### config.mk
export PLATFORM = sky130hd
export DESIGN_NAME = bcd_seg_timebase_flat
export DESIGN_NICKNAME = d
export VERILOG_FILES = /design/src/rtl/bcd_seg_timebase_if.sv /design/src/rtl/bcd_seg_timebase.sv /design/src/flat_wrapper.sv
export SDC_FILE = /design/constraint.sdc
export NUM_CORES = 1
export LEC_CHECK = 0
export BUFFER_PORTS_ARGS = -buffer_cell sky130_fd_sc_hd__buf_2
export CORE_MARGIN = 5
export CORE_UTILIZATION = 45
export CTS_BUF_LIST = sky130_fd_sc_hd__clkbuf_8
export DETAILED_ROUTE_END_ITERATION = 16
export SLEW_MARGIN = 20
export SYNTH_ARGS = -nofsm -noshare
export SYNTH_HDL_FRONTEND = slang
export SYNTH_SLANG_ARGS = --single-unit
### constraint.sdc
create_clock -name sysclk -period 2.15 [get_ports sysclk]
set_clock_uncertainty 0.15 [all_clocks]
set_input_delay 0.43 -clock sysclk [delete_from_list [all_inputs] [get_ports sysclk]]
set_output_delay 0.43 -clock sysclk [all_outputs]
set_load 0.01 [all_outputs]
### src/rtl/bcd_seg_timebase_if.sv
// ----------------------------------------------------------------------------
// bcd_seg_timebase_if
//
// Purpose:
//   Bundles the display-facing signals of bcd_seg_timebase into one interface.
//   The digit value enters on this bundle. The segment drive and the two
//   timebases (square waves plus their rising-edge ticks) leave on it.
//   The clock and reset remain plain ports on the design.
//
// Signals:
//   bcd     [3:0]  digit value to display           (master -> slave)
//   seg     [6:0]  active-low segments, seg[0]=a    (slave  -> master)
//   sig1s          1 s square wave, 50% duty        (slave  -> master)
//   sig4ms         4 ms square wave, 50% duty       (slave  -> master)
//   tick1s         one-cycle pulse on sig1s rise    (slave  -> master)
//   tick4ms        one-cycle pulse on sig4ms rise   (slave  -> master)
//
// Modports:
//   master : the time-register / digit-mux side
//   slave  : the bcd_seg_timebase block itself
// ----------------------------------------------------------------------------
interface bcd_seg_timebase_if;

    logic [3:0] bcd;
    logic [6:0] seg;
    logic       sig1s;
    logic       sig4ms;
    logic       tick1s;
    logic       tick4ms;

    // Digit mux / time registers: drives the digit and consumes the outputs.
    modport master (
        output bcd,
        input  seg,
        input  sig1s,
        input  sig4ms,
        input  tick1s,
        input  tick4ms
    );

    // Display-support block: decodes the digit and generates the timebases.
    modport slave (
        input  bcd,
        output seg,
        output sig1s,
        output sig4ms,
        output tick1s,
        output tick4ms
    );

endinterface

### src/rtl/bcd_seg_timebase.sv
// ----------------------------------------------------------------------------
// bcd_seg_timebase
//
// Purpose:
//   Display-support block for a 4-digit multiplexed seven-segment display.
//   - BCD to seven-segment decoder. It is purely combinational, with zero
//     latency and active-low outputs. Codes 10..15 blank the digit.
//   - 1 s timebase: a square wave with a half-period of HALF_1S sysclk cycles.
//     It drives the decimal-point blink.
//   - 4 ms timebase: a square wave with a half-period of HALF_4MS sysclk
//     cycles. It clocks the digit-scan counter.
//   - Each timebase also has a one-cycle tick that is high in the same cycle
//     that its square wave becomes 1.
//
// Parameters:
//   HALF_1S   sysclk cycles per half-period of sig1s  (must be >= 2)
//   HALF_4MS  sysclk cycles per half-period of sig4ms (must be >= 2)
//
// Ports:
//   sysclk   system clock; every state update happens on its rising edge
//   rst_n    asynchronous, active-low reset
//   bus      bcd_seg_timebase_if.slave
//            (bcd in; seg, sig1s, sig4ms, tick1s, tick4ms out)
// ----------------------------------------------------------------------------
module bcd_seg_timebase #(
    parameter int HALF_1S  = 25_000_000,
    parameter int HALF_4MS = 100_000
) (
    input  logic                  sysclk,
    input  logic                  rst_n,
    bcd_seg_timebase_if.slave     bus
);

    // Each counter only needs to reach HALF-1, so clog2(HALF) bits are enough.
    localparam int W1 = (HALF_1S  > 2) ? $clog2(HALF_1S)  : 1;
    localparam int W4 = (HALF_4MS > 2) ? $clog2(HALF_4MS) : 1;

    localparam logic [W1-1:0] CNT1_LAST = W1'(HALF_1S  - 1);
    localparam logic [W4-1:0] CNT4_LAST = W4'(HALF_4MS - 1);

    logic [W1-1:0] cnt1_q, cnt1_d;
    logic          sig1s_q, sig1s_d;
    logic          tick1s_q, tick1s_d;

    logic [W4-1:0] cnt4_q, cnt4_d;
    logic          sig4ms_q, sig4ms_d;
    logic          tick4ms_q, tick4ms_d;

    logic [6:0]    seg_d;

    // Decoder for active-low segments, written as g..a.
    // Codes 10..15 are not valid BCD and leave every segment off.
    always_comb begin
        seg_d = 7'b1111111;
        case (bus.bcd)
            4'd0:    seg_d = 7'b1000000;
            4'd1:    seg_d = 7'b1111001;
            4'd2:    seg_d = 7'b0100100;
            4'd3:    seg_d = 7'b0110000;
            4'd4:    seg_d = 7'b0011001;
            4'd5:    seg_d = 7'b0010010;
            4'd6:    seg_d = 7'b0000010;
            4'd7:    seg_d = 7'b1111000;
            4'd8:    seg_d = 7'b0000000;
            4'd9:    seg_d = 7'b0010000;
            default: seg_d = 7'b1111111;
        endcase
    end

    // 1 s divider next state.
    // On the last count of a half-period the counter wraps and the wave
    // toggles. The tick is computed from the wave's current value, so the
    // tick flop asserts in the same cycle the wave flop becomes 1. Falling
    // transitions never produce a tick.
    always_comb begin
        cnt1_d   = cnt1_q + W1'(1);
        sig1s_d  = sig1s_q;
        tick1s_d = 1'b0;
        if (cnt1_q == CNT1_LAST) begin
            cnt1_d   = '0;
            sig1s_d  = ~sig1s_q;
            tick1s_d = ~sig1s_q;
        end
    end

    // 4 ms divider next state. It has the same structure as the 1 s divider
    // and runs fully independently of it.
    always_comb begin
        cnt4_d    = cnt4_q + W4'(1);
        sig4ms_d  = sig4ms_q;
        tick4ms_d = 1'b0;
        if (cnt4_q == CNT4_LAST) begin
            cnt4_d    = '0;
            sig4ms_d  = ~sig4ms_q;
            tick4ms_d = ~sig4ms_q;
        end
    end

    // Divider state registers. Reset clears the counters and every
    // registered output immediately. The phase restarts from zero on release,
    // so the first rise lands on the HALF-th edge after reset is deasserted.
    always_ff @(posedge sysclk or negedge rst_n) begin
        if (!rst_n) begin
            cnt1_q    <= '0;
            sig1s_q   <= 1'b0;
            tick1s_q  <= 1'b0;
            cnt4_q    <= '0;
            sig4ms_q  <= 1'b0;
            tick4ms_q <= 1'b0;
        end else begin
            cnt1_q    <= cnt1_d;
            sig1s_q   <= sig1s_d;
            tick1s_q  <= tick1s_d;
            cnt4_q    <= cnt4_d;
            sig4ms_q  <= sig4ms_d;
            tick4ms_q <= tick4ms_d;
        end
    end

    assign bus.seg     = seg_d;
    assign bus.sig1s   = sig1s_q;
    assign bus.sig4ms  = sig4ms_q;
    assign bus.tick1s  = tick1s_q;
    assign bus.tick4ms = tick4ms_q;

endmodule

### src/flat_wrapper.sv
// flat-port wrapper written by rule: the top's interface ports become plain ports
module bcd_seg_timebase_flat 
#(
    parameter int HALF_1S  = 25_000_000,
    parameter int HALF_4MS = 100_000
)
  (sysclk, rst_n, bus_bcd, bus_seg, bus_sig1s, bus_sig4ms, bus_tick1s, bus_tick4ms);
  bcd_seg_timebase_if bus_i ();
  input  logic sysclk;
  input  logic rst_n;
  input wire logic [$bits(bus_i.bcd)-1:0] bus_bcd;
  output wire logic [$bits(bus_i.seg)-1:0] bus_seg;
  output wire logic [$bits(bus_i.sig1s)-1:0] bus_sig1s;
  output wire logic [$bits(bus_i.sig4ms)-1:0] bus_sig4ms;
  output wire logic [$bits(bus_i.tick1s)-1:0] bus_tick1s;
  output wire logic [$bits(bus_i.tick4ms)-1:0] bus_tick4ms;
  assign bus_i.bcd = bus_bcd;
  assign bus_seg = bus_i.seg;
  assign bus_sig1s = bus_i.sig1s;
  assign bus_sig4ms = bus_i.sig4ms;
  assign bus_tick1s = bus_i.tick1s;
  assign bus_tick4ms = bus_i.tick4ms;
  bcd_seg_timebase #(.HALF_1S(HALF_1S), .HALF_4MS(HALF_4MS)) u_core (.sysclk(sysclk), .rst_n(rst_n), .bus(bus_i));
endmodule
==> flow_summary.toml, run 1 <==
[sta]
fin_setup_tns_ns = 0
slew_headroom_pct = 56.0
rsz0062_at_grt = "no"
slew_viol_final = 0
period_minus_slack_ns = 2.08
setup_viol = 0
worst_pin_slew_ns = 0.660
timing.final.ws_setup_ns = 0.0739
hold_violations = 0
fmax_ghz = 0.482
fin_crit_sh_pct = 96.6

[route]
dr.pass1.iters = 4
num_vias = 1878
postRouteAntennaNets = 0
routed_wl_mm = 4.86
viasPerCell = 5.28
wl_per_cell_um = 13.6
drt-initial-drc-count = 104
drc_errors = 0

[critical_path]
crit_type = "reg -> reg"
reg2reg_from = "u_core.cnt4_q[13]"
critical_path_required_ns = 2.19
ff2ff_path_depth = 5
cp_top_family = "simple AND/OR/NAND/NOR gates"
r2r_end = "u_core.cnt4_q[3]"
worstSetupStartpointType = "flip-flop"
endpoint_kind = "flip-flop"
cp_max_fo = 5
arrival_ns = 2.11
cp_num_buf_inv = 1
slowest_delay_ns = 0.68
crit_chain = "or4b_2, nor4_1, and3_1, buf_4, nor2_1"
r2r_setup_slack_ns = 0.07
slowest_stage = "or4b_2"

[placement]
hpwlAfterDp_mm = 3.67
gp_congestion = 0.771
dp_slack_ns = 0.0910
portBuffers = 16

[clock_network]
root_buffer = "clkbuf_8"
cts_setup_buffers = 0
ctsHtreeMaxLevel = 2
cts_buffer_depth = 2
numCtsBuffers = 5
ctsHoldBuffers = 0
cts_tree = "built"
insertion_delay_ns = 0.30
cts_resized = 0
path_clk_slew_ns = 0.08
cts.sinks = 46

[global_route]
antenna_found_initial = 0
first_global_vias = 1813
grt_max_degree = 31
grt.total_usage_pct = 16.5
grt_pass1_wl_mm = 8.50
overflow = 0

[die]
ios = 17
die_x_um = 82.5
die_area_um2 = 6800
rows = 26
core_um2 = 5110
start_util_pct = 46.3
die_y_um = 82.5

[logic_synthesis]
synth_top_family_by_area = "simple AND/OR/NAND/NOR gates"
syn_area_um2 = 2360
synthMuxAreaShare_pct = 1.27
synth_simple_gate_area_share_pct = 26.0
ys_ff_latch = 46
syn_inst = 247
synthXorXnorAreaFrac_pct = 10.8
ys_seq_area_share_pct = 48.7
synth-adder-area-share_pct = 3.71
synth_compound_area_share_pct = 7.04
syn_area_per_cell_um2 = 9.56
synth-warning-count = 0
synth_nets = 260
synth.distinct_cells = 35

[cells_and_area]
final_common_cell = "dfrtp_1"
antenna_cells = 0
multi_input_area_um2 = 1150
n_fill_cell = 469
layout-drive-gt1-share_pct = 17.1
final_cell_mix = "46 x dfrtp_1, 31 x nor2_1, 21 x xnor2_1, 21 x buf_4, 18 x nand2_1"
fin_util_pct = 53.8
ff_latch_area_um2 = 1150
syn2layout_area_growth_pct = 16.3
nets = 299

[pwr]
peakVddDrop_mv = 0.221
power.density_nw_per_um2 = 519
p_leak_nw = 1.26

[run_status]
outcome = "completed"

[flow_run]
maxCapViolCount = 0

[worst_hold_path]
hold_path.class = "in -> async"
[power by group]
group,internal (mW),leakage [nW],switching (mW)
logic,0.0242,0.600,0.0480
registers,0.864,0.614,0
clock network,0.218,0.0414,0.272
[layout make-up]
class,instances,share of cell area (%)
inverters,10,1.37
multi-input cells,186,42.0
clock inverters,2,0.410
well taps,70,3.19
flip-flops and latches,46,41.9
clock buffers,5,2.51
repair buffers,37,8.66
[synth_stat cells (all sizes together)]
library cell,n,area share (%)
and4,4,1.5
nor3b,1,0.32
inv,10,1.6
or2,2,0.53
nand3b,1,0.32
nand2b,2,0.53
buf,2,0.42
nand2,18,2.9
xor2,8,3.0
clkbuf,3,0.48
nand3,18,4.0
nor4bb,1,0.42
ha,7,3.7
mux2i,3,1.3
and2,1,0.26
and3,3,0.79
nor2b,2,0.53
nor4b,1,0.37
a21oi,13,2.8
or4b,1,0.42
dfrtp,46,49
nor3,8,1.7
nor2,31,4.9
o21ai,8,1.7
a31oi,2,0.53
or4,3,0.95
o31ai,2,0.64
a22oi,1,0.32
or3,3,0.79
nand4,12,3.2
a31o,2,0.74
o41ai,1,0.37
nor4,6,1.6
xnor2,21,7.8
[state kept, by name, summed over array words and instances (netlist names)]
| signal | count |
|---|---|
| u_core.cnt4_q | 17 |
| u_core.bus.sig4ms | 1 |
| u_core.bus.tick1s | 1 |
| u_core.cnt1_q | 25 |
| u_core.bus.sig1s | 1 |
| u_core.bus.tick4ms | 1 |
[metrics by stage]
stage / hold slack, ns / area, µm² / power (mW) / instances
2_1_floorplan: -0.0156 / 2360 / 0.913 / 247
3_3_place_gp: 0.312 / 2670 / 0.956 / 349
3_5_place_dp: 0.321 / 2670 / 0.955 / 349
4_1_cts: 0.0151 / 2750 / 1.45 / 356
5_1_grt: 0.0578 / 2750 / 1.49 / 356
6_report: 0.0137 / 2750 / 1.43 / 356
[cell families (layout without fill, tap and decap cells)]
logic type / Yosys count / in the layout
DFF: 46 / 46
buffers and inverters: 15 / 54
and+or+nand+nor: 118 / 118
muxes: 3 / 3
xor gates and xnor gates: 29 / 29
adders and majority gates: 7 / 7
AOI/OAI and AO/OA: 29 / 29
[worst max-delay path by stage]
| stage | startpoint | end | slack [ns] | cells after the start |
|---|---|---|---|---|
| finish | u_core.cnt4_q[13] | u_core.cnt4_q[3] | 0.07 | 5 |
| CTS | u_core.cnt4_q[13] | u_core.cnt4_q[3] | 0.08 | 5 |
| global placement | bus_bcd[1] | bus_seg[0] | 0.11 | 7 |
| global route | u_core.cnt4_q[13] | u_core.cnt4_q[16] | 0.003 | 5 |
| detailed placement | bus_bcd[1] | bus_seg[0] | 0.09 | 7 |
| floorplan | u_core.cnt1_q[8] | u_core.cnt1_q[22] | 0.11 | 5 |
[metal layers]
metal / GRT usage (%) / vias up / share of wire, %
met1: 24.1 / 876 / 51
met3: 3.58 / 6 / 4.9
met5: 0 / - / 0
met4: 4.98 / 0 / 1.4
li1: - / 951 / -
met2: 24.5 / 45 / 43
Note: power is estimated with default switching activity, not from simulation.
==> run 2: changes to the inputs <==
--- a/config.mk
+++ b/config.mk
@@ -10,6 +10,7 @@
 export CORE_UTILIZATION = 45
 export CTS_BUF_LIST = sky130_fd_sc_hd__clkbuf_8
 export DETAILED_ROUTE_END_ITERATION = 16
+export MAX_ROUTING_LAYER = met4
 export SLEW_MARGIN = 20
 export SYNTH_ARGS = -nofsm -noshare
 export SYNTH_HDL_FRONTEND = slang
==> flow_summary.toml, run 2 (same netlist as run 1, synthesis figures left out) <==
[cells_and_area]
nets = 299
n_fill_cell = 469
reg_top3 = "u_core.cnt1_q (25), u_core.cnt4_q (17)"
largest_reg_flops = 25
ff_latch_area_um2 = 1150
antenna_cells = 0
multi_input_area_um2 = 1150
final_cell_mix = "46 x dfrtp_1, 31 x nor2_1, 21 x xnor2_1, 21 x buf_4, 18 x nand2_1"
final_common_cell = "dfrtp_1"
layout-drive-gt1-share_pct = 17.1
top_register = "u_core.cnt1_q"
syn2layout_area_growth_pct = 16.3

[die]
die_area_um2 = 6800
die_y_um = 82.5
rows = 26
ios = 17
die_x_um = 82.5
core_um2 = 5110
start_util_pct = 46.3

[global_route]
first_global_vias = 1821
overflow = 0
grt.total_usage_pct = 16.9
grt_pass1_wl_mm = 8.47
antenna_found_initial = 0
grt_max_degree = 31

[worst_hold_path]
hold_path.class = "in -> async"

[route]
wl_per_cell_um = 13.6
routed_wl_mm = 4.83
num_vias = 1869
postRouteAntennaNets = 0
drc_errors = 0
dr.pass1.iters = 4
viasPerCell = 5.25
drt-initial-drc-count = 129

[placement]
hpwlAfterDp_mm = 3.67
portBuffers = 16
gp_congestion = 0.781
dp_slack_ns = 0.0910

[clock_network]
ctsHtreeMaxLevel = 2
cts_tree = "built"
cts_buffer_depth = 2
insertion_delay_ns = 0.30
cts.sinks = 46
path_clk_slew_ns = 0.08
numCtsBuffers = 5
ctsHoldBuffers = 0
cts_setup_buffers = 0
root_buffer = "clkbuf_8"
cts_resized = 0

[critical_path]
slowest_stage = "or4b_2"
endpoint_kind = "flip-flop"
worstSetupStartpointType = "flip-flop"
slowest_delay_ns = 0.68
crit_type = "reg -> reg"
critical_path_required_ns = 2.19
cp_max_fo = 5
crit_chain = "or4b_2, nor4_1, and3_1, buf_4, nor2_1"
arrival_ns = 2.11

[sta]
worst_pin_slew_ns = 0.660
rsz0062_at_grt = "no"
setup_viol = 0
timing.final.ws_setup_ns = 0.0755
fin_crit_sh_pct = 96.5
slew_headroom_pct = 56.0
fin_setup_tns_ns = 0
slew_viol_final = 0
fmax_ghz = 0.482
hold_violations = 0
period_minus_slack_ns = 2.07

[run_status]
outcome = "completed"

[pwr]
p_leak_nw = 1.26
peakVddDrop_mv = 0.221
power.density_nw_per_um2 = 519

[flow_run]
maxCapViolCount = 0
## run 2: cell counts in the layout (fill, tap and decap cells not counted)
No cell type changed its count.
## run 2: final cells by class
type | instances | area share, %
clock buffers | 5 | 2.51
multi-input cells | 186 | 42.0
flip-flops and latches | 46 | 41.9
repair buffers | 37 | 8.66
inverters | 10 | 1.37
clock inverters | 2 | 0.410
well taps | 70 | 3.19
## run 2: stage by stage
stage               std cells  cell area [µm²]  util (%)  hold WS (ns)  power, mW
finish                    356             2750      53.8        0.0140       1.43
global route              356             2750      53.8        0.0621       1.48
CTS                       356             2750      53.8        0.0151       1.45
detailed placement        349             2670      52.2         0.321      0.955
global placement          349             2670      52.2         0.312      0.956
floorplan                 247             2360         -       -0.0156      0.913
## run 2: worst paths after layout
check / from / slack (ns) / end / cells past startpoint
worst max-delay path: u_core.cnt4_q[13] / 0.08 / u_core.cnt4_q[3] / 5
worst min-delay path: rst_n / 0.01 / u_core.cnt4_q[14] / 1
worst max register to register: u_core.cnt4_q[13] / 0.08 / u_core.cnt4_q[3] / 5
worst min register to register: u_core.cnt1_q[0] / 0.34 / u_core.cnt1_q[0] / 1
max in group asynchronous: rst_n / 1.22 / u_core.cnt1_q[18] / 2
min in group sysclk: u_core.cnt1_q[0] / 0.34 / u_core.cnt1_q[0] / 1
## run 2: critical path, delay by kind of cell (launching register included)
kind / cells / cell delay (ns)
AND/OR/NAND/NOR: 4 / 1.28
flip-flops: 1 / 0.38
buffers and inverters: 1 / 0.17
## run 2: power breakdown
group | leakage, nW | total [mW] | switching [mW] | internal, mW
Combinational | 0.600 | 0.0723 | 0.0480 | 0.0242
Clock | 0.0414 | 0.489 | 0.271 | 0.218
Sequential | 0.614 | 0.864 | 0 | 0.864
Total | 1.26 | 1.43 | 0.319 | 1.11
## run 2: routing by layer
metal,vias to the layer above,routed length [µm],GRT usage [%]
met4,0,43,5.98
met5,-,0,-
met2,38,2090,24.5
met1,877,2520,24.2
li1,949,-,-
met3,5,173,2.28
==> run 3: changes to the inputs <==
--- a/config.mk
+++ b/config.mk
@@ -11,6 +11,7 @@
 export CTS_BUF_LIST = sky130_fd_sc_hd__clkbuf_8
 export DETAILED_ROUTE_END_ITERATION = 16
 export MAX_ROUTING_LAYER = met4
+export PLACE_DENSITY = 0.69
 export SLEW_MARGIN = 20
 export SYNTH_ARGS = -nofsm -noshare
 export SYNTH_HDL_FRONTEND = slang
==> flow_summary.toml, run 3 (same netlist as run 1, synthesis figures left out) <==
[run_status]
outcome = "completed"

[cells_and_area]
layout-drive-gt1-share_pct = 16.4
ff_latch_area_um2 = 1150
final_cell_mix = "46 x dfrtp_1, 31 x nor2_1, 21 x xnor2_1"
syn2layout_area_growth_pct = 16.0
final_area_um2 = 2740
final_cells = 351
fin_util_pct = 53.7
multi_input_area_um2 = 1160
reg_top3 = "u_core.cnt1_q (25), u_core.cnt4_q (17)"
final_common_cell = "dfrtp_1"
top_register = "u_core.cnt1_q"
n_fill_cell = 455
largest_reg_flops = 25
antenna_cells = 0
nets = 293

[critical_path]
cp_max_fo = 5
ff2ff_path_depth = 4
reg2reg_from = "u_core.cnt1_q[11]"
crit_path_start = "bus_bcd[1]"
crit_top_cell = "buf_2"
crit_type = "in -> out"
critical_path_required_ns = 1.57
slowest_stage = "or2_2"
slowest_delay_ns = 0.28
r2r_setup_slack_ns = 0.12
endpoint_kind = "output pin"
cp_num_buf_inv = 3
r2r_end = "u_core.cnt1_q[22]"
worstSetupPathDepth = 7
arrival_ns = 1.48
cp_top_family = "buffers and inverters"
crit_path_end = "bus_seg[3]"
crit_chain = "buf_2, inv_1, ha_1, or2_2, a21oi_2, a21oi_1, buf_2"
worstSetupStartpointType = "input pin"

[die]
start_util_pct = 46.3
die_x_um = 82.5
rows = 26
die_area_um2 = 6800
die_y_um = 82.5
core_um2 = 5110
ios = 17

[clock_network]
cts_setup_buffers = 0
cts_resized = 0
numCtsBuffers = 5
cts_buffer_depth = 2
insertion_delay_ns = 0.30
path_clk_slew_ns = 0.08
root_buffer = "clkbuf_8"
cts.sinks = 46
ctsHtreeMaxLevel = 2
cts_tree = "built"
ctsHoldBuffers = 0

[global_route]
grt_pass1_wl_mm = 7.83
antenna_found_initial = 0
grt_max_degree = 47
grt.total_usage_pct = 15.2
first_global_vias = 1752
overflow = 0

[placement]
dpl_cell_area_um2 = 2620
gp_congestion = 0.869
portBuffers = 16
hpwlAfterDp_mm = 3.26
dp_slack_ns = 0.0643
placed_cells = 343

[sta]
hold_ws_ns = 0.0562
hold_violations = 0
fin_setup_tns_ns = 0
timing.final.ws_setup_ns = 0.0897
worst_pin_slew_ns = 0.567
rsz0062_at_grt = "no"
setup_viol = 0
period_minus_slack_ns = 2.06
fin_crit_sh_pct = 95.8
slew_headroom_pct = 62.2
fmax_ghz = 0.485
slew_viol_final = 0

[flow_run]
maxCapViolCount = 0

[route]
wl_per_cell_um = 12.8
num_vias = 1828
dr.pass1.iters = 4
routed_wl_mm = 4.48
postRouteAntennaNets = 0
drc_errors = 0
viasPerCell = 5.21
drt-initial-drc-count = 143

[pwr]
design_power_total_mw = 1.56
p_leak_nw = 1.24
peakVddDrop_mv = 0.458
power.density_nw_per_um2 = 571

[worst_hold_path]
hold_path.class = "in -> async"
## run 3: metal layers
metal | wire, µm | vias to the layer above | GRT usage [%]
li1 | - | 938 | -
met1 | 2230 | 858 | 21.0
met2 | 2070 | 25 | 22.4
met3 | 127 | 7 | 3.25
met4 | 57 | 0 | 4.49
met5 | 0 | - | -
## run 3: layout make-up
| type | count | area share, % |
|---|---|---|
| Clock inverter | 3 | 1.51 |
| Timing Repair Buffer | 31 | 7.03 |
| Tap cell | 70 | 3.19 |
| Clock buffer | 5 | 2.51 |
| Multi-Input combinational cell | 186 | 42.4 |
| Inverter | 10 | 1.37 |
| Sequential cell | 46 | 42.0 |
## run 3: worst min-delay path by stage
stage | endpoint | slack, ns
2_1_floorplan | u_core.bus.sig1s | -0.02
3_3_place_gp | u_core.bus.tick1s | 0.31
3_5_place_dp | u_core.bus.tick1s | 0.31
4_1_cts | u_core.cnt1_q[21] | 0.08
5_1_grt | u_core.cnt1_q[18] | 0.11
6_report | u_core.cnt1_q[18] | 0.06
## run 3: where the power goes
part	internal [mW]	switching, mW
logic	0.0234	0.0482
registers	0.864	0
clock network	0.342	0.286
